`config.mk`:
```
export PLATFORM = sky130hd
export DESIGN_NAME = score_keeper
export DESIGN_NICKNAME = d
export VERILOG_FILES = /design/src/rtl/tetris_pkg.sv /design/src/rtl/score_keeper_sat_add.sv /design/src/rtl/score_keeper.sv
export SDC_FILE = /design/constraint.sdc
export NUM_CORES = 1
export LEC_CHECK = 0
export BUFFER_PORTS_ARGS = -buffer_cell sky130_fd_sc_hd__clkbuf_2
export CAP_MARGIN = 40
export CORE_MARGIN = 5
export CORE_UTILIZATION = 55
export CTS_CLUSTER_DIAMETER = 50
export DETAILED_ROUTE_END_ITERATION = 8
export PLACE_DENSITY = 0.78
export SLEW_MARGIN = 25
export SYNTH_ARGS = -nofsm -noshare
export SYNTH_HDL_FRONTEND = slang
export SYNTH_SLANG_ARGS = --single-unit
```
`constraint.sdc`:
```
create_clock -name Clk -period 12.08 [get_ports Clk]
set_input_delay 2.416 -clock Clk [delete_from_list [all_inputs] [get_ports Clk]]
set_output_delay 2.416 -clock Clk [all_outputs]
set_load 0.01 [all_outputs]
```
`src/rtl/tetris_pkg.sv`:
```
// tetris_pkg: state type, default score limits and the line-clear point table
package tetris_pkg;

    typedef enum logic [2:0] {IDLE, PLAY, ADD, WIN, LOSE} score_state_t;

    localparam logic [6:0] WIN_SCORE = 7'd30;
    localparam logic [6:0] SCORE_MAX = 7'd99;

    function automatic logic [3:0] points(input logic [2:0] count);
        return count == 3'd1 ? 4'd1 :
               count == 3'd2 ? 4'd3 :
               count == 3'd3 ? 4'd5 :
               count == 3'd4 ? 4'd8 : 4'd0;
    endfunction

endpackage

```
`src/rtl/score_keeper_sat_add.sv`:
```
// sat_add: unsigned adder whose result is clamped to a ceiling
module sat_add #(
    parameter int W = 8
) (
    input  logic [W-1:0] a,
    input  logic [W-1:0] b,
    input  logic [W-1:0] limit,
    output logic [W-1:0] sum
);

    logic [W:0] full;

    assign full = {1'b0, a} + {1'b0, b};
    assign sum  = full > {1'b0, limit} ? limit : full[W-1:0];

endmodule

```
`src/rtl/score_keeper.sv`:
```
// score_keeper: converts accepted line-clear events into score, lines and level,
// decides win/lose and holds the session high score for the UI.
module score_keeper #(
    parameter logic [6:0] WIN_SCORE       = tetris_pkg::WIN_SCORE,
    parameter logic [6:0] SCORE_MAX       = tetris_pkg::SCORE_MAX,
    parameter logic [3:0] LINES_PER_LEVEL = 4'd10,
    parameter logic [3:0] MAX_LEVEL       = 4'd9
) (
    input  logic       Clk,
    input  logic       Reset_n,
    input  logic       Game_Start,
    input  logic       Clear_Valid,
    input  logic [2:0] Clear_Count,
    output logic       Clear_Ready,
    input  logic       Top_Out,
    output logic [6:0] Score,
    output logic [6:0] Highest,
    output logic [7:0] Lines,
    output logic [3:0] Level,
    output logic       Playing,
    output logic       Win,
    output logic       Lose
);

    import tetris_pkg::*;

    score_state_t state, state_nxt;
    logic [2:0]   count;
    logic [7:0]   score_sum, lines_sum, level_raw;
    logic [3:0]   level_nxt;
    logic         take;

    assign take = Clear_Valid && Clear_Ready;

    // score is summed at 8 bits so a carry past 7 bits still saturates
    sat_add #(.W(8)) u_score (
        .a     ({1'b0, Score}),
        .b     ({4'd0, points(count)}),
        .limit ({1'b0, SCORE_MAX}),
        .sum   (score_sum)
    );

    sat_add #(.W(8)) u_lines (
        .a     (Lines),
        .b     ({5'd0, count}),
        .limit (8'd255),
        .sum   (lines_sum)
    );

    assign level_raw = lines_sum / {4'd0, LINES_PER_LEVEL};
    assign level_nxt = level_raw > {4'd0, MAX_LEVEL} ? MAX_LEVEL : level_raw[3:0];

    always_ff @(posedge Clk or negedge Reset_n) begin
        if (!Reset_n) state <= IDLE;
        else          state <= state_nxt;
    end

    always_comb begin
        state_nxt = state;
        if (Game_Start)         state_nxt = PLAY;
        else if (state == PLAY) state_nxt = Top_Out ? LOSE : take ? ADD : PLAY;
        else if (state == ADD)  state_nxt = Top_Out ? LOSE : score_sum >= {1'b0, WIN_SCORE} ? WIN : PLAY;
    end

    always_comb begin
        Playing     = state == PLAY || state == ADD;
        Win         = state == WIN;
        Lose        = state == LOSE;
        Clear_Ready = state == PLAY && !Top_Out && !Game_Start;
    end

    always_ff @(posedge Clk or negedge Reset_n) begin
        if (!Reset_n) begin
            Score   <= '0;
            Highest <= '0;
            Lines   <= '0;
            Level   <= '0;
            count   <= '0;
        end else begin
            if (Score > Highest) Highest <= Score;
            if (take) count <= Clear_Count > 3'd4 ? 3'd4 : Clear_Count;
            if (Game_Start) begin
                Score <= '0;
                Lines <= '0;
                Level <= '0;
            end else if (state == ADD) begin
                Score <= score_sum[6:0];
                Lines <= lines_sum;
                Level <= level_nxt;
            end
        end
    end

endmodule
```
==> results.yml <==
cts:
  cts_tree: "yes"
  ctsHoldBuffers: 0
  cts.reportedPaths.clkPinSlew_ns: 0.07
  clk_path_buf_depth: 2
  cts_made_buffers: 5
  cts_sinks: 32
  ctsResizeCount: 0
  post_cts_buffers: 0
  h-tree-depth: 2
  root_buffer: "clkbuf_8"
  clk_latency_ns: 0.29
cells_and_area:
  multi_input_area_um2: 1850
  num-fill-cells: 435
  fin_nets: 386
  regArea_um2: 801
  n_antenna_cell: 0
  area_growth_syn_to_layout_pct: 12.4
  drive_gt1_share_pct: 20.8
  final_cells: 427
  final_area_um2: 3120
  utilization_pct: 64.8
grt:
  grt_antenna_before_repair: 0
  grt_pass1_wl_um: 11600
  grt_pass1_vias: 2434
  grt_usage_pct: 22.7
  grt_remaining_overflow: 0
  grt_max_degree: 33
yosys:
  synth_compound_area_share_pct: 27.9
  synth_edf_count: 0
  yosys.area_share.xor_xnor_pct: 2.21
  synth_top_family_by_area: "compound AO/OA/AOI/OAI gates"
  synthMuxAreaShare_pct: 3.20
  synth.net_count: 355
  synth-simple-area-share_pct: 23.5
  synth-adder-area-share_pct: 9.51
  ys_types: 66
  postSynthAreaPerCell_um2: 8.46
  yosys_warnings: 0
  ys_async_sr_fraction_pct: 100
  synth_cells: 328
  ys_ff_latch: 32
  synth_seq_area_share_pct: 28.9
  ys.flop_type: "dfrtp_1"
  netlist_area_um2: 2780
sta:
  setup_viol: 0
  fin_tns_setup_ns: 0
  setup_slack_ns: 6.29
  hold_viol_final: 0
  worst_slew_pin_slew_ns: 0.836
  finalCriticalPeriod_ns: 5.79
  holdWs_ns: 0.529
  rsz0062_at_grt: "no"
  period_share_pct: 47.9
  clock_skew_ns: 0.00612
  fmax_ghz: 0.173
  slew_headroom_pct: 43.5
  finalMaxSlewViolations: 0
power:
  total_power_mw: 0.340
  ir_drop_uv: 94.1
  power_density_nw_per_um2: 109
  p_leak_nw: 1.45
placed_design:
  portBuffers: 37
  place.gp.congestion: 0.954
  placed_cells: 418
  place.detailed.hpwl_um: 5000
  post-place-ws_ns: 6.27
  place_area_um2: 2970
worst_setup_path:
  cp_common_cell: "clkbuf_2"
  cp-start-kind: "primary input"
  critPathTopFamily: "buffers and inverters"
  crit_path_end_kind: "primary output"
  max_stage_delay_ns: 0.45
  cp_num_buf_inv: 2
  path_class: "primary input to primary output"
  cp_slowest_cell: "nor4b_1"
  crit_required_ns: 9.66
  cp.arrival_ns: 3.37
  path_cells: "clkbuf_2, nor4b_1, clkbuf_2"
  path_max_fanout: 23
floorplan:
  io_pins: 38
  die_x_um: 81.0
  fp-row-count: 25
  dieArea_um2: 6570
  die_h_um: 81.0
  coreArea_um2: 4820
  initial_core_util_pct: 57.6
route:
  antenna_left: 0
  drtIter0Drc: 193
  wl_um: 6630
  via_per_inst: 5.97
  wl_per_cell_um: 15.5
  vias: 2551
  firstDrtPassIters: 4
  drc: 0
status:
  status: "complete, no violations"
worst_hold_path:
  min_path_type: "flop to flop"
flow_run:
  drv_cap: 0
==> worst paths after layout <==
path	start	end	slack, ns	cells after the start
max in group asynchronous	Reset_n	count[2]	9.60	2
max	Game_Start	Clear_Ready	6.29	3
min	Level[1]	Level[1]	0.53	2
max reg2reg	Lines[0]	Level[0]	6.67	21
min in group asynchronous	Reset_n	state[0]	2.05	1
min reg2reg	Level[1]	Level[1]	0.53	2
==> worst reg2reg max path: stages, from the launching register on <==
cell       delay, ns
dfrtp_1         0.40
ha_1            0.28
fa_1            0.48
a21o_4          0.27
and3_1          0.23
nor2_1          0.21
inv_1           0.07
ha_1            0.31
inv_1           0.08
nor3_1          0.05
o21a_2          0.22
and2_1          0.18
o31a_1          0.30
a31oi_1         0.33
ha_1            0.25
inv_1           0.06
or4_1           0.55
a2111oi_0       0.40
a21oi_1         0.13
and4b_1         0.23
o221ai_1        0.17
nand3_1         0.11
==> cell type report <==
class                      instances  area share (%)
multi-input combinational        266            59.2
timing repair buffer              39            7.06
tap                               67            2.69
sequential                        32            25.7
clock buffer                       5            2.21
inverter                          15            1.81
clock inverter                     3            1.36
==> synthesized netlist by cell type, types with 7 or more instances <==
cell type  count  area share (%)
a21o_1         7             1.9
a21oi_1       36             6.5
clkbuf_1       8             1.1
nor2b_1        7             1.6
nor2_1        27             3.7
nor3_1        12             2.2
o21ai_0       13             2.3
dfrtp_1       32              29
ha_1          17             7.7
nand2_1       29             3.9
nand3_1       10             1.8
inv_1         15             2.0
a211oi_1       7             1.9
mux2_2         7             2.8
==> cell usage in the layout (no fill, tap or decap), types with 3 or more instances in the layout <==
cell type,n
clkbuf_8,5
nand3_1,10
nand2b_1,5
a211oi_1,7
a31oi_1,4
dfrtp_1,32
nand4_1,5
o211ai_1,3
a211oi_2,3
ha_1,17
nor2b_1,7
a21o_1,7
nor2_1,27
inv_1,15
and3_1,4
xnor2_1,6
clkbuf_2,37
a21oi_1,36
nand2_1,29
and2_1,5
mux2_2,7
o21ai_0,13
and4_1,4
nor3b_1,3
nor3_1,12
==> state kept, by name, indices dropped and copies added (netlist names) <==
register / cells
Lines: 8
state: 3
Highest: 7
count: 3
Score: 7
Level: 4
==> routing by layer <==
layer  wire length [um]  track usage (%)  vias up
li1                   -                -     1276
met1               3310             34.2     1186
met2               2850             33.0       81
met3                387             3.77        8
met4                 80             6.59        0
met5                  0                0        -
==> report_power, final <==
part	switching (mW)	internal, mW
Clock	0.0412	0.0610
Sequential	0.00983	0.116
Combinational	0.0614	0.0511
Total	0.112	0.228
==> cells by family after synthesis <==
group                      Yosys count
and+or+nand+nor                    125
AOI/OAI and AO/OA                  106
DFF                                 32
buffers and inverters               30
adders and majority gates           20
muxes                                8
xor gates and xnor gates             7
No activity file was read; power rests on OpenSTA's default activity.
